File: config.mk
export PLATFORM = sky130hd
export DESIGN_NAME = dmem_arbiter_flat
export DESIGN_NICKNAME = d
export VERILOG_FILES = /design/src/rtl/dmem_arbiter_pkg.sv /design/src/rtl/dmem_arbiter_if.sv /design/src/rtl/dmem_arbiter_pick.sv /design/src/rtl/dmem_arbiter.sv /design/src/flat_wrapper.sv
export SDC_FILE = /design/constraint.sdc
export NUM_CORES = 1
export LEC_CHECK = 0
export CORE_AREA = 2 2 115 117
export CTS_BUF_LIST = sky130_fd_sc_hd__clkbuf_4
export DETAILED_ROUTE_END_ITERATION = 8
export DIE_AREA = 0 0 117 119
export PLACE_DENSITY = 0.72
export SKIP_CTS_REPAIR_TIMING = 1
export SYNTH_ARGS = -nofsm -noshare
export SYNTH_HDL_FRONTEND = slang
export SYNTH_HIERARCHICAL = 1
export SYNTH_SLANG_ARGS = --single-unit
export TNS_END_PERCENT = 30
File: constraint.sdc
create_clock -name clk -period 5.8 [get_ports clk]
set_clock_uncertainty 0.15 [all_clocks]
set_input_delay 0.58 -clock clk [delete_from_list [all_inputs] [get_ports clk]]
set_output_delay 0.58 -clock clk [all_outputs]
set_load 0.02 [all_outputs]
File: src/rtl/dmem_arbiter_pkg.sv
// Shared types for the data-memory arbiter: owner encoding and the
// conversion from a one-hot grant vector to an owner value.
package dmem_arbiter_pkg;

  typedef enum logic [1:0] {
    OWN_NONE = 2'd0,
    OWN_M0   = 2'd1,
    OWN_M1   = 2'd2
  } owner_t;

  function automatic owner_t gntToOwner(input logic [1:0] gnt);
    owner_t result;
    case (gnt)
      2'b01:   result = OWN_M0;
      2'b10:   result = OWN_M1;
      default: result = OWN_NONE;
    endcase
    return result;
  endfunction

endpackage

File: src/rtl/dmem_arbiter_if.sv
// Requester-side bus of the data-memory arbiter. The master modport is the
// requester (core or debug port); the slave modport is the arbiter.
interface dmem_arbiter_if #(
  parameter int ADDR_W = 32,
  parameter int DATA_W = 32
);

  logic              req;
  logic              we;
  logic [ADDR_W-1:0] addr;
  logic [DATA_W-1:0] wdata;
  logic              gnt;
  logic              rvalid;
  logic [DATA_W-1:0] rdata;

  modport master (
    output req, we, addr, wdata,
    input  gnt, rvalid, rdata
  );

  modport slave (
    input  req, we, addr, wdata,
    output gnt, rvalid, rdata
  );

endinterface

File: src/rtl/dmem_arbiter_pick.sv
// Pure combinational grant decision: single requester always wins, ties are
// broken by burst ownership and, from idle, by whoever was served last.
module dmem_arbiter_pick
  import dmem_arbiter_pkg::*;
#(
  parameter int MAX_BURST = 4,
  parameter int CNT_W     = 3
) (
  input  logic [1:0]       i_req,
  input  owner_t           i_owner,
  input  logic [CNT_W-1:0] i_burstCnt,
  input  owner_t           i_last,
  output logic [1:0]       o_gnt
);

  localparam logic [CNT_W-1:0] MAX_CNT = CNT_W'(MAX_BURST);

  logic w_burstOpen;

  assign w_burstOpen = (i_burstCnt < MAX_CNT);

  // The current owner keeps the memory until its burst budget is spent.
  always_comb begin
    o_gnt = 2'b00;
    case (i_req)
      2'b01: o_gnt = 2'b01;
      2'b10: o_gnt = 2'b10;
      2'b11: begin
        case (i_owner)
          OWN_M0:  o_gnt = w_burstOpen ? 2'b01 : 2'b10;
          OWN_M1:  o_gnt = w_burstOpen ? 2'b10 : 2'b01;
          default: o_gnt = (i_last == OWN_M0) ? 2'b10 : 2'b01;
        endcase
      end
      default: o_gnt = 2'b00;
    endcase
  end

endmodule

File: src/rtl/dmem_arbiter.sv
// Shares the single-port data memory between the core (m0) and the
// debug/loader port (m1): one access per cycle, read data one cycle later.
module dmem_arbiter
  import dmem_arbiter_pkg::*;
#(
  parameter int ADDR_W    = 32,
  parameter int DATA_W    = 32,
  parameter int MAX_BURST = 4
) (
  input  logic              clk,
  input  logic              rst,
  dmem_arbiter_if.slave     m0_if,
  dmem_arbiter_if.slave     m1_if,
  output logic              o_mem_we,
  output logic [ADDR_W-1:0] o_mem_addr,
  output logic [DATA_W-1:0] o_mem_wd,
  input  logic [DATA_W-1:0] i_mem_rd
);

  localparam int               CNT_W   = $clog2(MAX_BURST + 1);
  localparam logic [CNT_W-1:0] MAX_CNT = CNT_W'(MAX_BURST);

  owner_t            r_owner;
  owner_t            r_last;
  logic [CNT_W-1:0]  r_burstCnt;
  logic              r_m0Rvalid;
  logic              r_m1Rvalid;
  logic [DATA_W-1:0] r_m0Rdata;
  logic [DATA_W-1:0] r_m1Rdata;

  logic [1:0]        w_pick;
  logic [1:0]        w_gnt;
  owner_t            w_gntOwner;

  dmem_arbiter_pick #(
    .MAX_BURST (MAX_BURST),
    .CNT_W     (CNT_W)
  ) u_pick (
    .i_req      ({m1_if.req, m0_if.req}),
    .i_owner    (r_owner),
    .i_burstCnt (r_burstCnt),
    .i_last     (r_last),
    .o_gnt      (w_pick)
  );

  // No access may reach memory while reset is held.
  assign w_gnt      = rst ? 2'b00 : w_pick;
  assign w_gntOwner = gntToOwner(w_gnt);

  assign m0_if.gnt    = w_gnt[0];
  assign m1_if.gnt    = w_gnt[1];
  assign m0_if.rvalid = r_m0Rvalid;
  assign m1_if.rvalid = r_m1Rvalid;
  assign m0_if.rdata  = r_m0Rdata;
  assign m1_if.rdata  = r_m1Rdata;

  always_comb begin
    o_mem_we   = 1'b0;
    o_mem_addr = '0;
    o_mem_wd   = '0;
    if (w_gnt[0]) begin
      o_mem_we   = m0_if.we;
      o_mem_addr = m0_if.addr;
      o_mem_wd   = m0_if.wdata;
    end else if (w_gnt[1]) begin
      o_mem_we   = m1_if.we;
      o_mem_addr = m1_if.addr;
      o_mem_wd   = m1_if.wdata;
    end
  end

  // Ownership FSM, burst counter and the one-cycle read-return registers.
  always_ff @(posedge clk) begin
    if (rst) begin
      r_owner    <= OWN_NONE;
      r_last     <= OWN_M1;
      r_burstCnt <= '0;
      r_m0Rvalid <= 1'b0;
      r_m1Rvalid <= 1'b0;
      r_m0Rdata  <= '0;
      r_m1Rdata  <= '0;
    end else begin
      r_owner <= w_gntOwner;
      if (w_gnt == 2'b00) begin
        r_burstCnt <= '0;
      end else if (w_gntOwner == r_owner) begin
        r_burstCnt <= (r_burstCnt == MAX_CNT) ? MAX_CNT : r_burstCnt + 1'b1;
      end else begin
        r_burstCnt <= CNT_W'(1);
      end
      if (w_gnt != 2'b00) begin
        r_last <= w_gntOwner;
      end
      r_m0Rvalid <= w_gnt[0] & ~m0_if.we;
      r_m1Rvalid <= w_gnt[1] & ~m1_if.we;
      if (w_gnt[0] && !m0_if.we) begin
        r_m0Rdata <= i_mem_rd;
      end
      if (w_gnt[1] && !m1_if.we) begin
        r_m1Rdata <= i_mem_rd;
      end
    end
  end

endmodule

File: src/flat_wrapper.sv
// flat-port wrapper written by rule: the top's interface ports become plain ports
module dmem_arbiter_flat import dmem_arbiter_pkg::*;
#(
  parameter int ADDR_W    = 32,
  parameter int DATA_W    = 32,
  parameter int MAX_BURST = 4
)
  (clk, rst, o_mem_we, o_mem_addr, o_mem_wd, i_mem_rd, m0_if_req, m0_if_we, m0_if_addr, m0_if_wdata, m0_if_gnt, m0_if_rvalid, m0_if_rdata, m1_if_req, m1_if_we, m1_if_addr, m1_if_wdata, m1_if_gnt, m1_if_rvalid, m1_if_rdata);
  dmem_arbiter_if #(.ADDR_W(ADDR_W), .DATA_W(DATA_W)) m0_if_i ();
  dmem_arbiter_if #(.ADDR_W(ADDR_W), .DATA_W(DATA_W)) m1_if_i ();
  input  logic clk;
  input  logic rst;
  output logic o_mem_we;
  output logic [ADDR_W-1:0] o_mem_addr;
  output logic [DATA_W-1:0] o_mem_wd;
  input  logic [DATA_W-1:0] i_mem_rd;
  input wire logic [$bits(m0_if_i.req)-1:0] m0_if_req;
  input wire logic [$bits(m0_if_i.we)-1:0] m0_if_we;
  input wire logic [$bits(m0_if_i.addr)-1:0] m0_if_addr;
  input wire logic [$bits(m0_if_i.wdata)-1:0] m0_if_wdata;
  output wire logic [$bits(m0_if_i.gnt)-1:0] m0_if_gnt;
  output wire logic [$bits(m0_if_i.rvalid)-1:0] m0_if_rvalid;
  output wire logic [$bits(m0_if_i.rdata)-1:0] m0_if_rdata;
  input wire logic [$bits(m1_if_i.req)-1:0] m1_if_req;
  input wire logic [$bits(m1_if_i.we)-1:0] m1_if_we;
  input wire logic [$bits(m1_if_i.addr)-1:0] m1_if_addr;
  input wire logic [$bits(m1_if_i.wdata)-1:0] m1_if_wdata;
  output wire logic [$bits(m1_if_i.gnt)-1:0] m1_if_gnt;
  output wire logic [$bits(m1_if_i.rvalid)-1:0] m1_if_rvalid;
  output wire logic [$bits(m1_if_i.rdata)-1:0] m1_if_rdata;
  assign m0_if_i.req = m0_if_req;
  assign m0_if_i.we = m0_if_we;
  assign m0_if_i.addr = m0_if_addr;
  assign m0_if_i.wdata = m0_if_wdata;
  assign m0_if_gnt = m0_if_i.gnt;
  assign m0_if_rvalid = m0_if_i.rvalid;
  assign m0_if_rdata = m0_if_i.rdata;
  assign m1_if_i.req = m1_if_req;
  assign m1_if_i.we = m1_if_we;
  assign m1_if_i.addr = m1_if_addr;
  assign m1_if_i.wdata = m1_if_wdata;
  assign m1_if_gnt = m1_if_i.gnt;
  assign m1_if_rvalid = m1_if_i.rvalid;
  assign m1_if_rdata = m1_if_i.rdata;
  dmem_arbiter #(.ADDR_W(ADDR_W), .DATA_W(DATA_W), .MAX_BURST(MAX_BURST)) u_core (.clk(clk), .rst(rst), .m0_if(m0_if_i), .m1_if(m1_if_i), .o_mem_we(o_mem_we), .o_mem_addr(o_mem_addr), .o_mem_wd(o_mem_wd), .i_mem_rd(i_mem_rd));
endmodule
==> Word level (Yosys, flattened, before mapping) <==
Index checks and enable logic that the tools add are counted.
{ "classes": {"n_eq_ne": 10, "muxes": 15, "addsub": 1, "bitwise_logic": 5, "order_cmp": 1, "n_reduce_logical": 9} }
{ "op_table": {"columns": ["cell", "n"], "rows": [
  ["32-bit 2-to-1 mux", 4],
  ["2-bit by 1-bit == test with 1-bit output, second input constant", 4],
  ["2-bit == test, second input constant", 4],
  ["2-bit 2-to-1 mux", 4],
  ["2-bit one-hot mux with 2 select lines", 2],
  ["2-bit one-hot mux with 3 select lines", 1],
  ["4-bit OR reduction", 1],
  ["3-bit by 1-bit adder with 3-bit output, second input constant", 1],
  ["3-bit == test, second input constant", 1],
  ["3-bit < comparator, second input constant", 1],
  ["1-bit 2-to-1 mux", 3],
  ["3-bit 2-to-1 mux", 1],
  ["1-bit NOT", 3],
  ["3-bit OR reduction", 1],
  ["1-bit bitwise AND", 2],
  ["2-bit == test", 1],
  ["1-bit logical AND", 2],
  ["1-bit zero test", 2],
  ["2-bit zero test", 1],
  ["2-bit nonzero test", 1],
  ["2-bit OR reduction", 1]
]} }
{ "word_totals": {"output_inout_bits": 133, "word_cells": 50, "inputBits": 166, "register_bits": 73} }

==> Longest topological paths before layout <==
Gate-level depths: netlist of the first run.
{ "depth": {"word_depth": 10, "ltp_mapped": 10, "depth_no_buf": 7} }

==> Cells and area by module <==
The synthesis of the first run kept the hierarchy.
{ "by_module_without_submodules": {"columns": ["mod", "area_per_inst_um2", "instances", "seq_area_each_um2", "cells_per_inst"], "rows": [
  ["dmem_arbiter", 3443.3, 1, 1461.4, 401],
  ["dmem_arbiter_pick", 91.3, 1, 0.0, 11]
]} }

==> Worst setup path after synthesis of the first run <==
OpenSTA, ideal clock, no wires.
{ "synth_timing": {"path_kind": "flip-flop to output port", "from": "register u_core.r_owner[0]", "to": "output port o_mem_addr[0]", "t_arrival_ns": 2.140, "slack_ns": 2.930, "path_stages_with_launch": 10, "path_buffers": 2, "required_ns": 5.070, "path_cell_list": "dfxtp_1 -> inv_1 -> ha_1 -> nand2b_1 -> o221ai_1 -> inv_2 -> nor3_2 -> buf_4 -> buf_6 -> a22o_1"} }
{ "synth_via": {"elab_chain_len": 6, "elab_cells_between_ends": 7, "classes_between": "2 x eq/ne; 5 x mux"} }
{ "synth_rtl": {"columns": ["element", "line_no", "text"], "rows": [
  ["start: declaration", "dmem_arbiter.sv:23", "owner_t r_owner;"],
  ["start signal: assignment", "dmem_arbiter.sv:83", "r_owner <= w_gntOwner;"],
  ["2-bit == test / 2-bit by 1-bit == test with 1-bit output (equally long branches)", "dmem_arbiter_pick.sv:29", "case (i_owner)"],
  ["2-bit one-hot mux with 2 select lines *", "dmem_arbiter_pick.sv:29", null],
  ["2-bit one-hot mux with 3 select lines *", "dmem_arbiter_pick.sv:25", "case (i_req)"],
  ["via u_core.w_pick[1]", "dmem_arbiter.sv:31", "logic [1:0] w_pick;"],
  ["2-bit 2-to-1 mux *", "dmem_arbiter.sv:47", "assign w_gnt = rst ? 2'b00 : w_pick;"],
  ["32-bit 2-to-1 mux *", "dmem_arbiter.sv:65", "end else if (w_gnt[1]) begin"],
  ["32-bit 2-to-1 mux *", "dmem_arbiter.sv:61", "if (w_gnt[0]) begin"],
  ["end: declaration", "flat_wrapper.sv:14", "output logic [ADDR_W-1:0] o_mem_addr;"]
]} }
The timed path passes the listed nets; every way through them passes the cells marked *.

==> Final worst setup path of the first run <==
{ "layout_timing": {"from": "register u_core.r_owner[0]", "to": "output port o_mem_addr[26]"} }
{ "layout_via": {"elab_cells_between_ends": 7, "classes_between": "2 x eq/ne; 5 x mux"} }
{ "layout_rtl": {"columns": ["element", "line_no"], "rows": [
  ["2-bit == test / 2-bit by 1-bit == test with 1-bit output (equally long branches)", "dmem_arbiter_pick.sv:29"],
  ["2-bit one-hot mux with 2 select lines *", "dmem_arbiter_pick.sv:29"],
  ["2-bit one-hot mux with 3 select lines *", "dmem_arbiter_pick.sv:25"],
  ["via u_core.w_pick[0]", "dmem_arbiter.sv:31"],
  ["2-bit 2-to-1 mux *", "dmem_arbiter.sv:47"],
  ["32-bit 2-to-1 mux *", "dmem_arbiter.sv:61"]
]} }
Marked as above.

==> flow_summary.toml, run 1 <==
[outcome]
outcome = "completed"

[logic_synthesis]
syn_avg_cell_area_sq_um = 8.58
synth_fa_ha_area_share_pct = 1.42
synth_cell_types = 32
synth_compound_area_share_pct = 26.8
synthMuxAreaShare_pct = 0.602
synth-xor-area-share_pct = 0.248
netlist_instances = 412
ys_seq_area_share_pct = 41.3
synth_top_cell_area_share_pct = 41.3
synth_top_family_by_area = "compound AO/OA/AOI/OAI gates"
ys_top_cells_by_area = "dfxtp_1 41%, a22o_1 16%, nand2b_1 12%"
yosysTopAreaCell = "dfxtp_1"
synth_nets = 582
yosysWarnings = 6
ys_ff_latch = 73
syn_area_sq_mm = 0.00353
yosys.area_share.simple_pct = 22.3

[grt]
grt_pass1_vias = 4049
grt_pass1_wl_mm = 27.1
grt_use_met2_pct = 42.0
grt_max_degree = 67
grt_util_all_layers_pct = 27.7
use_met3_pct = 14.0
grt.busiest_layer = "met2"
antenna_found_initial = 5
gr-usage-met1_pct = 34.8
overflow = 0

[placement]
place.gp.congestion = 1.01
place.detailed.hpwl_mm = 16.0
placed_area_sq_mm = 0.00656
portBuffers = 298

[finish]
n_fill_cell = 1221
nets = 859
final_area_sq_mm = 0.00668
finish.utilization_pct = 51.9
synthToLayoutAreaGrowth_pct = 89.1
drive_gt1_share_pct = 3.75

[routing]
postRouteAntennaNets = 0
routed_via_density = 4.83
vias = 4220
wl_mm = 20.2
wl_per_cell_um = 23.1
drc = 0
dr.pass1.iters = 4
first_iter_violations = 296

[sta]
fin_crit_ps = 4860
tns_ps = 0
hold_viol_final = 0
rsz0062_at_grt = "false"
fin_crit_sh_pct = 83.8
maxSlewViolCount = 0
hold_ws_ps = 324
max_freq_mhz = 206
slew_headroom_pct = 28.2
setup-violations-final = 0
tightest_slew_ps = 1080

[clock_tree]
cts_tree = "yes"
cts_buffers = 9
clk_pin_slew_ps = 120
cts_root_buffer = "clkbuf_4"
htree_levels = 3
cts.sinks = 73
clock_latency_ps = 420
clock_path_buffers = 2

[worst_setup_path]
endpoint_kind = "output port"
crit_required_ps = 5070
worstPathArrival_ps = 4130
cp_cell_sequence = "inv_1 -> ha_1 -> nand4b_1 -> o211a_1 -> nor2b_4 -> buf_4 -> a22o_1 -> clkdlybuf4s50_1"
crit_fanout = 45
criticalPathCategory = "reg -> out"
cpMaxStageDelayCell = "clkdlybuf4s50_1"
cp-start-kind = "register"
slowest_delay_ps = 700

[floorplanning]
core_sq_mm = 0.0129
num_rows = 42
dieArea_sq_mm = 0.0139
io_pins = 299
start_util_pct = 27.5
die_h_um = 119
die_w_um = 117

[power_and_ir_drop]
fin_total_pwr_uw = 1250
power_density_mw_per_mm2 = 187
leakage_uw = 0.00238
ir_drop_uv = 135

[flow_run]
drv_cap = 0

[hold_path]
min_path_type = "reg -> reg"
-- registers in the layout, indices dropped and copies added, names as in the netlist --
name                 count
u_core/r_owner           2
u_core/r_burstCnt        3
u_core/m0_if.rdata      32
u_core/m0_if.rvalid      1
u_core/r_last            2
u_core/m1_if.rdata      32
u_core/m1_if.rvalid      1
-- Yosys cell counts --
| library cell | n |
|---|---|
| nor3_1 | 2 |
| buf_6 | 5 |
| mux2i_1 | 1 |
| nor2b_2 | 1 |
| nand4b_1 | 1 |
| a221oi_1 | 1 |
| o21ai_1 | 6 |
| o21ai_0 | 60 |
| nor3b_1 | 1 |
| buf_4 | 10 |
| nor3_2 | 1 |
| ha_1 | 4 |
| buf_2 | 13 |
| and2_1 | 1 |
| inv_1 | 6 |
| a21oi_1 | 1 |
| a22oi_1 | 1 |
| nand2_1 | 67 |
| clkbuf_1 | 9 |
| nor3b_2 | 2 |
| o221ai_1 | 1 |
| inv_2 | 1 |
| o211a_1 | 1 |
| dfxtp_1 | 73 |
| mux2_1 | 1 |
| o21bai_1 | 1 |
| nor4b_2 | 1 |
| nand2b_1 | 66 |
| a22o_1 | 65 |
| nor2_1 | 7 |
| nand3b_1 | 1 |
| xor2_1 | 1 |
-- layout by cell type, fill, tap and decap left out, types with 2 or more instances in the layout --
master             n
a22o_1            65
nor2_1             7
nor3_1             2
inv_1              6
o21ai_0           60
clkinv_1           2
nand2_1           67
diode_2            4
nand2b_1          66
buf_4              5
nor3b_4            2
dfxtp_1           73
clkdlybuf4s50_1  297
ha_1               4
o21ai_1            6
clkbuf_4          12
-- routing by layer --
| metal | routed length (um) | share of wire [%] | vias up |
|---|---|---|---|
| met2 | 8730 | 43 | 227 |
| met4 | 432 | 2.1 | 2 |
| met1 | 8450 | 42 | 1977 |
| li1 | - | - | 1987 |
| met5 | 14 | 0.069 | - |
| met3 | 2600 | 13 | 27 |
-- power by group --
group / total (uW) / internal (uW) / switching (uW)
sequential: 541 / 527 / 14.6
clock: 278 / 99.5 / 178
combinational: 429 / 229 / 199
total: 1250 / 856 / 392
-- cells by family (layout without fill, tap and decap cells) --
group | after synthesis | after routing
muxes | 2 | 2
DFF | 73 | 73
and+or+nand+nor | 151 | 151
xor gates and xnor gates | 1 | 1
adders and majority gates | 4 | 4
buffers and inverters | 44 | 326
AOI/OAI and AO/OA | 137 | 137
other | 0 | 4
-- layout make-up --
type / instances / area (sq um) / share of cell area [%]
Timing Repair Buffer: 303 / 3020 / 45.1
Multi-Input combinational cell: 295 / 1840 / 27.5
Sequential cell: 73 / 1460 / 21.9
Tap cell: 176 / 220 / 3.29
Clock buffer: 12 / 90.1 / 1.35
Inverter: 7 / 26.3 / 0.393
Clock inverter: 4 / 20.0 / 0.300
Antenna cell: 4 / 10.0 / 0.150
-- critical path: cells and delay by family (launching register included) --
kind,cells,cell delay [ps]
compound gates,2,820
fa+ha+maj,1,320
buf+inv,3,1360
flops,1,480
simple gates,2,730
-- stage by stage --
step / cells / setup slack [ps]
2_1_floorplan: 412 / 2930
3_3_place_gp: 854 / 1280
3_5_place_dp: 854 / 1280
4_1_cts: 870 / 981
5_1_grt: 871 / 781
6_report: 874 / 937
-- final timing paths --
kind                         startpoint                      to  slack [ps]  cells past startpoint
setup / recovery      u_core/r_owner[0]          o_mem_addr[26]         940                      8
hold / removal    u_core/m1_if.rdata[1]   u_core/m1_if.rdata[1]         320                      2
setup reg to reg      u_core/r_owner[0]  u_core/m0_if.rdata[24]        2590                      7
hold reg to reg   u_core/m1_if.rdata[1]   u_core/m1_if.rdata[1]         320                      2
Note: power is estimated with default switching activity, not from simulation.
==> run 2, diff against run 1 <==
PLACE_DENSITY = 0.75   (was 0.72)
clock period = 4 ns   (was 5.8 ns; I/O delays follow)
==> run 2 against run 1 <==
  * Core utilization rose by 2.6 points
  * Highest routed layer is now met4
  * Wire length fell by 1.0%
  * Sequential power rose by 45%
  * Total power rose by 64%
  * Combinational power rose by 52%
  * Sequential cell count did not move
  * Non-clock buffer count rose by 18
  * Critical path type unchanged
  * Setup slack got worse by 810 ps
  * Global-route usage rose by 0.12 points
==> flow_summary.toml, run 2 (synthesized netlist as in run 1, its figures left out) <==
[placement]
portBuffers = 298
place.gp.congestion = 0.901
place.detailed.hpwl_mm = 15.9
place_inst = 862
place_ws_ps = 357

[grt]
grt_util_all_layers_pct = 27.9
grt_pass1_wl_mm = 27.4
grt_pass1_vias = 4172
antenna_found_initial = 1
overflow = 0
grt_max_degree = 66

[floorplanning]
die_h_um = 119
io_pins = 299
start_util_pct = 27.5
num_rows = 42
core_sq_mm = 0.0129
dieArea_sq_mm = 0.0139
die_w_um = 117

[routing]
wl_mm = 20.0
wl_per_cell_um = 22.5
postRouteAntennaNets = 0
drc = 0
dr.pass1.iters = 5
routed_via_density = 4.83
first_iter_violations = 252
vias = 4292

[power_and_ir_drop]
power_density_mw_per_mm2 = 292
leakage_uw = 0.00258
ir_drop_uv = 209

[finish]
drive_gt1_share_pct = 8.71
fin_cells = 889
final_cell_mix = "282 x clkdlybuf4s50_1, 71 x dfxtp_1, 67 x nand2_1"
n_fill_cell = 1155
mostFrequentLayoutCell = "clkdlybuf4s50_1"
synthToLayoutAreaGrowth_pct = 98.4
nets = 877

[worst_setup_path]
crit_fanout = 35
rr_startpoint = "u_core/r_owner[0]"
worstPathArrival_ps = 3330
criticalPathCategory = "reg -> out"
endpoint_kind = "output port"
ff2ff_setup_slack_ps = 1400
cpMaxStageDelayCell = "clkdlybuf4s50_1"
startpoint = "u_core/r_owner[0]"
reg2reg_to = "u_core/m0_if.rdata[9]"
crit_required_ps = 3450
slowest_delay_ps = 660
ff2ff_path_depth = 7
cp_cell_sequence = "inv_1 -> ha_1 -> nand2b_1 -> o211a_1 -> nor3_4 -> buf_12 -> a22o_1 -> clkdlybuf4s50_1"
cp-start-kind = "register"

[sta]
setup-violations-final = 0
maxSlewViolCount = 0
hold_ws_ps = 269
max_freq_mhz = 258
hold_viol_final = 0
fin_crit_ps = 3880
tightest_slew_ps = 612
slew_headroom_pct = 59.2
tns_ps = 0
worst_slack_ps = 122
fin_crit_sh_pct = 97.0

[hold_path]
whs_path_depth = 2
hold_path.startpoint = "rst"
min_path_type = "in -> reg"
whs_endpoint = "u_core/r_last[1]"

[clock_tree]
clock_path_buffers = 2
cts_tree = "yes"
cts_buffers = 9
htree_levels = 3
clock_latency_ps = 440
cts.sinks = 73
clk_pin_slew_ps = 120
cts_root_buffer = "clkbuf_4"

[outcome]
outcome = "completed"

[flow_run]
drv_cap = 0
run 2: metrics by stage:
step / instance area [sq um] / total power (uW) / utilization (%)
final: 7010 / 2050 / 54.5
after global routing: 7010 / 2130 / 54.5
after CTS: 6930 / 2050 / 53.8
after detailed placement: 6750 / 1440 / 52.4
after global placement: 6750 / 1440 / 52.4
after floorplan: 3530 / 1040 / -
run 2: cell type report:
class                           instances  area (sq um)  share of cell area [%]
Timing Repair Buffer                  321          3280                    46.7
Multi-Input combinational cell        295          1840                    26.2
Sequential cell                        73          1460                    20.9
Tap cell                              176           220                    3.14
Clock inverter                          7           116                    1.66
Clock buffer                            9          67.6                   0.963
Inverter                                7          26.3                   0.375
Antenna cell                            1          2.50                  0.0357
run 2: where the power goes:
part	leakage (uW)	internal [uW]	total [uW]	switching, uW
clock network	0.0000984	317	605	288
registers	0.000597	764	787	22.4
logic	0.00189	359	654	295
total	0.00258	1440	2050	605
run 2: how the worst max path moves through the flow:
stage | to
CTS | o_mem_addr[16]
finish | o_mem_addr[16]
detailed placement | o_mem_addr[16]
global route | o_mem_wd[29]
global placement | o_mem_addr[16]
floorplan | o_mem_addr[0]
run 2: critical path: cells and delay by family, from the launching register on:
family | cells | cell delay [ps]
AO/OA/AOI/OAI | 2 | 680
adder cells (fa/ha/maj) | 1 | 310
buffers and inverters | 3 | 950
flip-flops | 1 | 420
AND/OR/NAND/NOR | 2 | 490
run 2: layer usage:
metal	routed length (um)	track usage (%)	share of wire (%)	vias up
met5	0	0	0	-
met4	403	7.50	2.0	0
met3	2350	12.6	12	29
met2	8380	40.5	42	226
met1	8890	37.3	44	2022
li1	-	-	-	2015
